==> config.mk <==
export PLATFORM = sky130hd
export DESIGN_NAME = hazard_forward_unit
export DESIGN_NICKNAME = d
export VERILOG_FILES = /design/src/rtl/hazard_forward_unit_pkg.sv /design/src/rtl/hazard_forward_unit_fwd_select.sv /design/src/rtl/hazard_forward_unit.sv
export SDC_FILE = /design/constraint.sdc
export NUM_CORES = 1
export LEC_CHECK = 0
export CAP_MARGIN = 10
export CORE_MARGIN = 2
export CORE_UTILIZATION = 49
export CTS_CLUSTER_DIAMETER = 30
export CTS_CLUSTER_SIZE = 40
export DETAILED_ROUTE_END_ITERATION = 12
export PLACE_DENSITY = 0.93
export SYNTH_ARGS = -nofsm -noshare
export SYNTH_HDL_FRONTEND = slang
export SYNTH_SLANG_ARGS = --single-unit
==> constraint.sdc <==
create_clock -name clk -period 3.6 [get_ports clk]
set_clock_uncertainty 0.1 [all_clocks]
set_input_delay 0.72 -clock clk [delete_from_list [all_inputs] [get_ports clk]]
set_output_delay 0.72 -clock clk [all_outputs]
set_load 0.05 [all_outputs]
==> src/rtl/hazard_forward_unit_pkg.sv <==
// Shared types and constants for the hazard/forwarding unit: register width,
// EX operand-mux select codes and the shadow-pipeline slot record.
package hazard_forward_unit_pkg;

   localparam int REG_W = 5;

   localparam logic [1:0] FWD_RF     = 2'b00;
   localparam logic [1:0] FWD_EXMEM  = 2'b01;
   localparam logic [1:0] FWD_MEMWB  = 2'b10;
   localparam logic [1:0] FWD_WBHOLD = 2'b11;

   typedef struct packed {
      logic             we;
      logic             load;
      logic [REG_W-1:0] dst;
   } slot_t;

   localparam slot_t BUBBLE = '0;

endpackage

==> src/rtl/hazard_forward_unit_fwd_select.sv <==
// Priority comparator for one ID source register against the EX/MEM/WB
// shadow slots; the nearest producer wins.
module fwd_select
   import hazard_forward_unit_pkg::*;
#(
   parameter bit R0_HARDWIRED = 1'b1
) (
   input  logic [REG_W-1:0] src,
   input  logic             use_src,
   input  logic [2:0]       slot_we,
   input  logic [REG_W-1:0] ex_dst,
   input  logic [REG_W-1:0] mem_dst,
   input  logic [REG_W-1:0] wb_dst,
   output logic [1:0]       sel,
   output logic             ex_hit
);

   logic match_ex;
   logic match_mem;
   logic match_wb;
   logic src_is_r0;

   // slot_we bit order is {wb, mem, ex}
   assign src_is_r0 = R0_HARDWIRED && (src == '0);
   assign match_ex  = slot_we[0] && (ex_dst == src) && !src_is_r0;
   assign match_mem = slot_we[1] && (mem_dst == src) && !src_is_r0;
   assign match_wb  = slot_we[2] && (wb_dst == src) && !src_is_r0;

   always_comb begin
      sel    = FWD_RF;
      ex_hit = use_src && match_ex;
      if (use_src) begin
         if (match_ex) begin
            sel = FWD_EXMEM;
         end else if (match_mem) begin
            sel = FWD_MEMWB;
         end else if (match_wb) begin
            sel = FWD_WBHOLD;
         end
      end
   end

endmodule

==> src/rtl/hazard_forward_unit.sv <==
// Forwarding-select and load-use stall generator for the 5-stage pipeline;
// tracks destination registers of EX/MEM/WB in a shadow pipeline.
module hazard_forward_unit #(
   parameter int REG_W        = hazard_forward_unit_pkg::REG_W,
   parameter bit R0_HARDWIRED = 1'b1
) (
   input  logic             clk,
   input  logic             rst,
   input  logic             hold,
   input  logic             flush,
   input  logic [REG_W-1:0] id_rs,
   input  logic [REG_W-1:0] id_rt,
   input  logic             id_use_rs,
   input  logic             id_use_rt,
   input  logic [REG_W-1:0] id_dst,
   input  logic             id_we,
   input  logic             id_is_load,
   output logic             stall,
   output logic [1:0]       ex_fwd_a_sel,
   output logic [1:0]       ex_fwd_b_sel,
   output logic [REG_W-1:0] ex_dst,
   output logic [REG_W-1:0] mem_dst,
   output logic [REG_W-1:0] wb_dst
);

   import hazard_forward_unit_pkg::*;

   slot_t      ex_slot;
   slot_t      mem_slot;
   slot_t      wb_slot;
   logic [1:0] sel_a;
   logic [1:0] sel_b;
   logic       hit_a;
   logic       hit_b;
   logic [2:0] slot_we;

   assign slot_we = {wb_slot.we, mem_slot.we, ex_slot.we};

   fwd_select #(.R0_HARDWIRED(R0_HARDWIRED)) u_sel_a (
      .src     (id_rs),
      .use_src (id_use_rs),
      .slot_we (slot_we),
      .ex_dst  (ex_slot.dst),
      .mem_dst (mem_slot.dst),
      .wb_dst  (wb_slot.dst),
      .sel     (sel_a),
      .ex_hit  (hit_a)
   );

   fwd_select #(.R0_HARDWIRED(R0_HARDWIRED)) u_sel_b (
      .src     (id_rt),
      .use_src (id_use_rt),
      .slot_we (slot_we),
      .ex_dst  (ex_slot.dst),
      .mem_dst (mem_slot.dst),
      .wb_dst  (wb_slot.dst),
      .sel     (sel_b),
      .ex_hit  (hit_b)
   );

   // A squashed ID instruction can never need the load result, so flush masks the stall
   assign stall = !flush && ex_slot.we && ex_slot.load && (hit_a || hit_b);

   always_ff @(posedge clk) begin
      if (rst) begin
         ex_slot      <= BUBBLE;
         mem_slot     <= BUBBLE;
         wb_slot      <= BUBBLE;
         ex_fwd_a_sel <= FWD_RF;
         ex_fwd_b_sel <= FWD_RF;
      end else if (!hold) begin
         wb_slot  <= mem_slot;
         mem_slot <= ex_slot;
         if (stall || flush) begin
            ex_slot      <= BUBBLE;
            ex_fwd_a_sel <= FWD_RF;
            ex_fwd_b_sel <= FWD_RF;
         end else begin
            ex_slot      <= '{we: id_we, load: id_is_load, dst: id_dst};
            ex_fwd_a_sel <= sel_a;
            ex_fwd_b_sel <= sel_b;
         end
      end
   end

   assign ex_dst  = ex_slot.dst;
   assign mem_dst = mem_slot.dst;
   assign wb_dst  = wb_slot.dst;

endmodule
==> impl_metrics.json, run 1 <==
{
  "antenna_found_initial": 0,
  "peakVddDrop_mv": 0.289,
  "area_delta_synth_final_pct": 32.9,
  "grt_pass1_wl_mm": 5.58,
  "drc": 0,
  "max-slew-margin-rel_pct": 48.6,
  "synth_top_cell_area_share_pct": 34.3,
  "cts_setup_buffers": 0,
  "grt_max_degree": 15,
  "dp_hpwl_mm": 2.68,
  "synth-seq-cells": 23,
  "ctsHoldBuffers": 0,
  "criticalPathCategory": "in2out",
  "design_area_sq_um": 1790,
  "ctsLongestPathBuffers": 2,
  "cap_violations": 0,
  "fin_crit_sh_pct": 92.8,
  "clock_latency_ps": 310,
  "htreeDepth": 1,
  "io_pins": 43,
  "gr-max-usage-layer": "met2",
  "p_int_mw": 0.359,
  "final_layout_size_suffix_gt1_share_pct": 16.9,
  "finalHoldViolations": 0,
  "place.gp.congestion": 0.836,
  "preCtsSetupSlack_ps": 273,
  "dpl_cell_area_sq_um": 1760,
  "maxSlewViolCount": 0,
  "syn_nets": 163,
  "swShare_pct": 27.8,
  "ys_warn_count": 0,
  "grt_util_all_layers_pct": 22.3,
  "wire_per_inst_um": 16.1,
  "diodes": 0,
  "n_fill_cell": 212,
  "grtUsageMet3_pct": 5.30,
  "setup_slack_ps": 258,
  "p_comb_share_pct": 22.0,
  "clockPowerShare_pct": 24.0,
  "dr_total_vias": 1129,
  "synth-seq-area-share_pct": 34.3,
  "fmax_mhz": 299,
  "critical_path.startpoint_type": "input pin",
  "ys_types": 27,
  "drtPass1Iterations": 4,
  "core_region_area_sq_um": 2540,
  "die_height_um": 56.4,
  "syn_area_sq_um": 1340,
  "worstPathMaxFanout": 4,
  "power_frac_seq_pct": 54.0,
  "synth_area_leaders": "dfxtp_1, xnor2_1, mux2i_1",
  "dieArea_sq_um": 3180,
  "cts_made_buffers": 3,
  "cts.clk_slew.worst_paths_ps": 120,
  "status": "finished clean",
  "power.switching_mw": 0.138,
  "nNetsFinal": 202,
  "cp_data_required_time_ps": 2780,
  "cts.sinks": 23,
  "rows": 18,
  "syn_avg_cell_area_sq_um": 9.60,
  "arrival_ps": 2520,
  "wl_mm": 3.35,
  "placement.io_buffers": 42,
  "ctsResizeCount": 0,
  "synth_cells": 140,
  "yosysTopAreaCell": "dfxtp_1",
  "dieWidth_um": 56.4,
  "first_iter_violations": 23,
  "min_period_ps": 3340,
  "final.setup.tns_ps": 0,
  "power_mw": 0.497,
  "rsz0062_at_grt": "false",
  "grtUsageMet2_pct": 39.5,
  "vias_per_cell": 5.43,
  "leakagePower_nw": 0.661,
  "setup_viol": 0,
  "ant_nets": 0,
  "min_path_type": "reg2reg",
  "grt_pass1_vias": 1152,
  "worstMarginPinSlew_ps": 769,
  "critPathCaptureType": "output pin",
  "cts_tree": "yes",
  "clock-root-buffer": "clkbuf_4",
  "grt-ovfl-total": 0,
  "p_per_area_nw_per_um2": 278,
  "met1_usage_pct": 27.7,
  "initial_utilization_pct": 52.8
}
final cells by class:
cell class,instances,area (sq um),share of cell area (%)
clock buffer,3,22.5,1.26
clock inverter,1,5.00,0.280
multi-input combinational,100,774,43.4
sequential,23,460,25.8
tap,30,37.5,2.10
timing repair buffer,51,485,27.2
power groups by stage:
stage | registers [mW] | logic, mW | clock network (mW)
2_1_floorplan | 0.273 | 0.0610 | 0
5_1_grt | 0.269 | 0.116 | 0.132
6_report | 0.268 | 0.109 | 0.119
3_3_place_gp | 0.274 | 0.106 | 0
3_5_place_dp | 0.274 | 0.109 | 0
4_1_cts | 0.268 | 0.110 | 0.124
critical path: stages:
cell and delay (ps):
clkdlybuf4s50_1 520, or4_4 470, o211ai_2 210, nor3_1 120, or2_2 280, buf_4 190
layout by cell type (no fill, tap or decap):
cell and count:
xnor2_1 26, or4_4 2, nor3_4 1, clkinv_2 1, nor3_1 3, dfxtp_1 23, clkdlybuf4s50_1 41, or2_2 1
a22o_1 1, or3_1 3, a32o_2 3, clkbuf_4 3, nand2_1 4, buf_4 10, or4_1 2, xor2_1 4
nor2b_1 1, nor3_2 1, mux2i_1 12, o22ai_1 2, nand4_1 6, nor2_1 16, a21oi_1 2, a22o_2 6
a32o_1 1, and3b_1 1, o211ai_2 2
kinds of logic after synthesis:
family | synth area share, %
AOI/OAI and AO/OA | 11.9
muxes | 8.94
and+or+nand+nor | 17.2
xor gates and xnor gates | 19.6
buffers and inverters | 8.10
DFF | 34.3
cells in the mapped netlist:
cell type   n
a21oi_1     2
nor3_2      1
nor3_1      3
or4_1       2
xor2_1      4
dfxtp_1    23
a32o_2      3
buf_4      10
and3b_1     1
a32o_1      1
buf_1       1
a22o_1      1
xnor2_1    26
o22ai_1     2
buf_6       1
nor2b_1     1
a22o_2      6
nor3_4      1
or4_4       2
clkbuf_1    5
o211ai_2    2
or3_1       3
mux2i_1    12
nand4_1     6
nand2_1     4
nor2_1     16
or2_2       1
metal layers:
metal	wire, um	part of all wire (%)	up-vias
met5	0	0	-
met4	29	0.87	0
met3	154	4.6	5
met2	1690	50	37
met1	1480	44	526
li1	-	-	561
registers in the layout, indices dropped and copies added, names as in the netlist:
| name | cells |
|---|---|
| ex_fwd_a_sel | 2 |
| wb_dst | 5 |
| ex_fwd_b_sel | 2 |
| slot_we | 1 |
| mem_slot | 1 |
| mem_dst | 5 |
| ex_dst | 5 |
| ex_slot | 2 |
stage by stage:
stage	hold slack, ps	utilization [%]	instances
after floorplan	340	-	140
after global placement	349	69.1	204
after detailed placement	362	69.1	204
after CTS	392	70.2	208
after global routing	407	70.2	208
final	389	70.2	208
worst paths after layout:
kind | startpoint | cells after the start | slack [ps] | to
setup / recovery | id_rs[3] | 6 | 260 | stall
hold / removal | ex_fwd_b_sel[0] | 1 | 390 | ex_fwd_b_sel[0]
setup reg to reg | ex_dst[3] | 5 | 1700 | ex_fwd_b_sel[1]
hold reg to reg | ex_fwd_b_sel[0] | 1 | 390 | ex_fwd_b_sel[0]
Power figures use the tool's default switching activity.
==> run 2, diff against run 1 <==
==> constraint.sdc (replaced) <==
create_clock -name clk -period 3.6 [get_ports clk]
set_clock_uncertainty 0.1 [all_clocks]
set_input_delay 0.54 -clock clk [delete_from_list [all_inputs] [get_ports clk]]
set_output_delay 0.54 -clock clk [all_outputs]
set_load 0.05 [all_outputs]
==> run 2 against run 1 <==
- cell area down 3.4%
- first-iteration DRC count is 8.7% higher
- global-route usage fell by 1.2 points
- non-clock buffer count fell by 8
- clock power is 4% higher
- via count is 0.97% lower
- sequential share of layout area rose by 0.90 points
- die area did not move
- largest cell class unchanged
- largest power group unchanged
==> impl_metrics.json, run 2 (synthesized netlist as in run 1, its figures left out) <==
{
  "wl_mm": 3.27,
  "grt_util_all_layers_pct": 21.0,
  "cp_slowest_stage_delay_ps": 590,
  "grt_pass1_vias": 1136,
  "fmax_mhz": 321,
  "r2r-end": "ex_fwd_a_sel[1]",
  "grt_pass1_wl_mm": 5.35,
  "final_common_cell": "clkdlybuf4s50_1",
  "antenna_found_initial": 0,
  "dieArea_sq_um": 3180,
  "grt_max_degree": 15,
  "status": "finished clean",
  "maxSlewViolCount": 0,
  "worstMarginPinSlew_ps": 801,
  "placement.io_buffers": 42,
  "final_layout_size_suffix_gt1_share_pct": 12.9,
  "diodes": 0,
  "setup_viol": 0,
  "p_per_area_nw_per_um2": 286,
  "worstPathMaxFanout": 4,
  "cts.clk_slew.worst_paths_ps": 130,
  "cp-startpoint": "id_rs[0]",
  "area_delta_synth_final_pct": 28.4,
  "mostFrequentLayoutCells": "clkdlybuf4s50_1, xnor2_1, dfxtp_1, nor2_1, mux2i_1",
  "rr_startpoint": "ex_dst[3]",
  "r2r_setup_slack_ps": 1710,
  "dieWidth_um": 56.4,
  "fin_crit_sh_pct": 86.5,
  "die_height_um": 56.4,
  "wire_per_inst_um": 16.3,
  "rows": 18,
  "initial_utilization_pct": 52.8,
  "ant_nets": 0,
  "nNetsFinal": 194,
  "ctsLongestPathBuffers": 2,
  "min_to": "ex_fwd_a_sel[0]",
  "cpMaxStageDelayCell": "or4_4",
  "criticalPathCategory": "in2out",
  "ctsHoldBuffers": 0,
  "final.setup.tns_ps": 0,
  "holdPathStages": 1,
  "ctsResizeCount": 0,
  "drtPass1Iterations": 4,
  "clock_latency_ps": 320,
  "cts.sinks": 23,
  "worst-r2r-cell-count": 5,
  "arrival_ps": 2470,
  "setup_slack_ps": 488,
  "cp_data_required_time_ps": 2960,
  "crit_chain": "clkdlybuf4s50_1 > or4_4 > o211ai_2 > nor3_1 > or2_2 > buf_4",
  "drc": 0,
  "grt-ovfl-total": 0,
  "max-slew-margin-rel_pct": 46.5,
  "peakVddDrop_mv": 0.186,
  "cap_violations": 0,
  "core_region_area_sq_um": 2540,
  "leakagePower_nw": 0.622,
  "rsz0062_at_grt": "false",
  "critical_path.startpoint_type": "input pin",
  "io_pins": 43,
  "first_iter_violations": 25,
  "cts_tree": "yes",
  "cts_setup_buffers": 0,
  "dp_hpwl_mm": 2.50,
  "min_path_type": "reg2reg",
  "htreeDepth": 1,
  "place.gp.congestion": 0.896,
  "cts_made_buffers": 3,
  "preCtsSetupSlack_ps": 510,
  "vias_per_cell": 5.59,
  "min_period_ps": 3110,
  "hp-start": "ex_fwd_a_sel[0]",
  "clock-root-buffer": "clkbuf_4",
  "critPathCaptureType": "output pin",
  "finalHoldViolations": 0,
  "dr_total_vias": 1118
}
## run 2: changes by cell type in the layout (fill, tap and decap cells not counted), sizes merged
cell / before / now
buf: 10 / 2
## run 2: layout make-up
class | count | area [sq um]
sequential | 23 | 460
tap | 30 | 37.5
clock buffer | 3 | 22.5
clock inverter | 1 | 5.00
multi-input combinational | 100 | 774
fill | 222 | 820
timing repair buffer | 43 | 425
## run 2: worst max path at each step
stage	end	slack [ps]	cells after the start
final	stall	490	6
after global routing	stall	460	6
after CTS	stall	510	6
after detailed placement	stall	510	6
after global placement	stall	550	6
after floorplan	stall	1190	4
## run 2: layer usage
| metal | part of all wire [%] | global-route usage [%] | vias to the layer above |
|---|---|---|---|
| met5 | 0 | 0 | - |
| met4 | 0.21 | 2.04 | 0 |
| met3 | 4.9 | 3.92 | 2 |
| met2 | 51 | 37.8 | 39 |
| met1 | 44 | 27.0 | 530 |
| li1 | - | - | 547 |
## run 2: worst max-delay path, delay by kind of cell
kind | cells | cell delay (ps)
simple gates | 3 | 1020
compound gates | 1 | 210
buf+inv | 2 | 700
## run 2: power breakdown
| part | internal [mW] | total [mW] | switching, mW |
|---|---|---|---|
| combinational | 0.0520 | 0.101 | 0.0492 |
| sequential | 0.260 | 0.268 | 0.00841 |
| clock | 0.0415 | 0.124 | 0.0829 |
## run 2: per-stage QoR
step           utilization (%)  hold WS [ps]  cells  cell area (sq um)  power (mW)
6_report                  67.8           388    200               1730       0.494
5_1_grt                   67.8           412    200               1730       0.511
4_1_cts                   67.8           394    200               1730       0.499
3_5_place_dp              66.7           362    196               1700       0.375
3_3_place_gp              66.7           351    196               1700       0.373
2_1_floorplan                -           340    140               1340       0.334
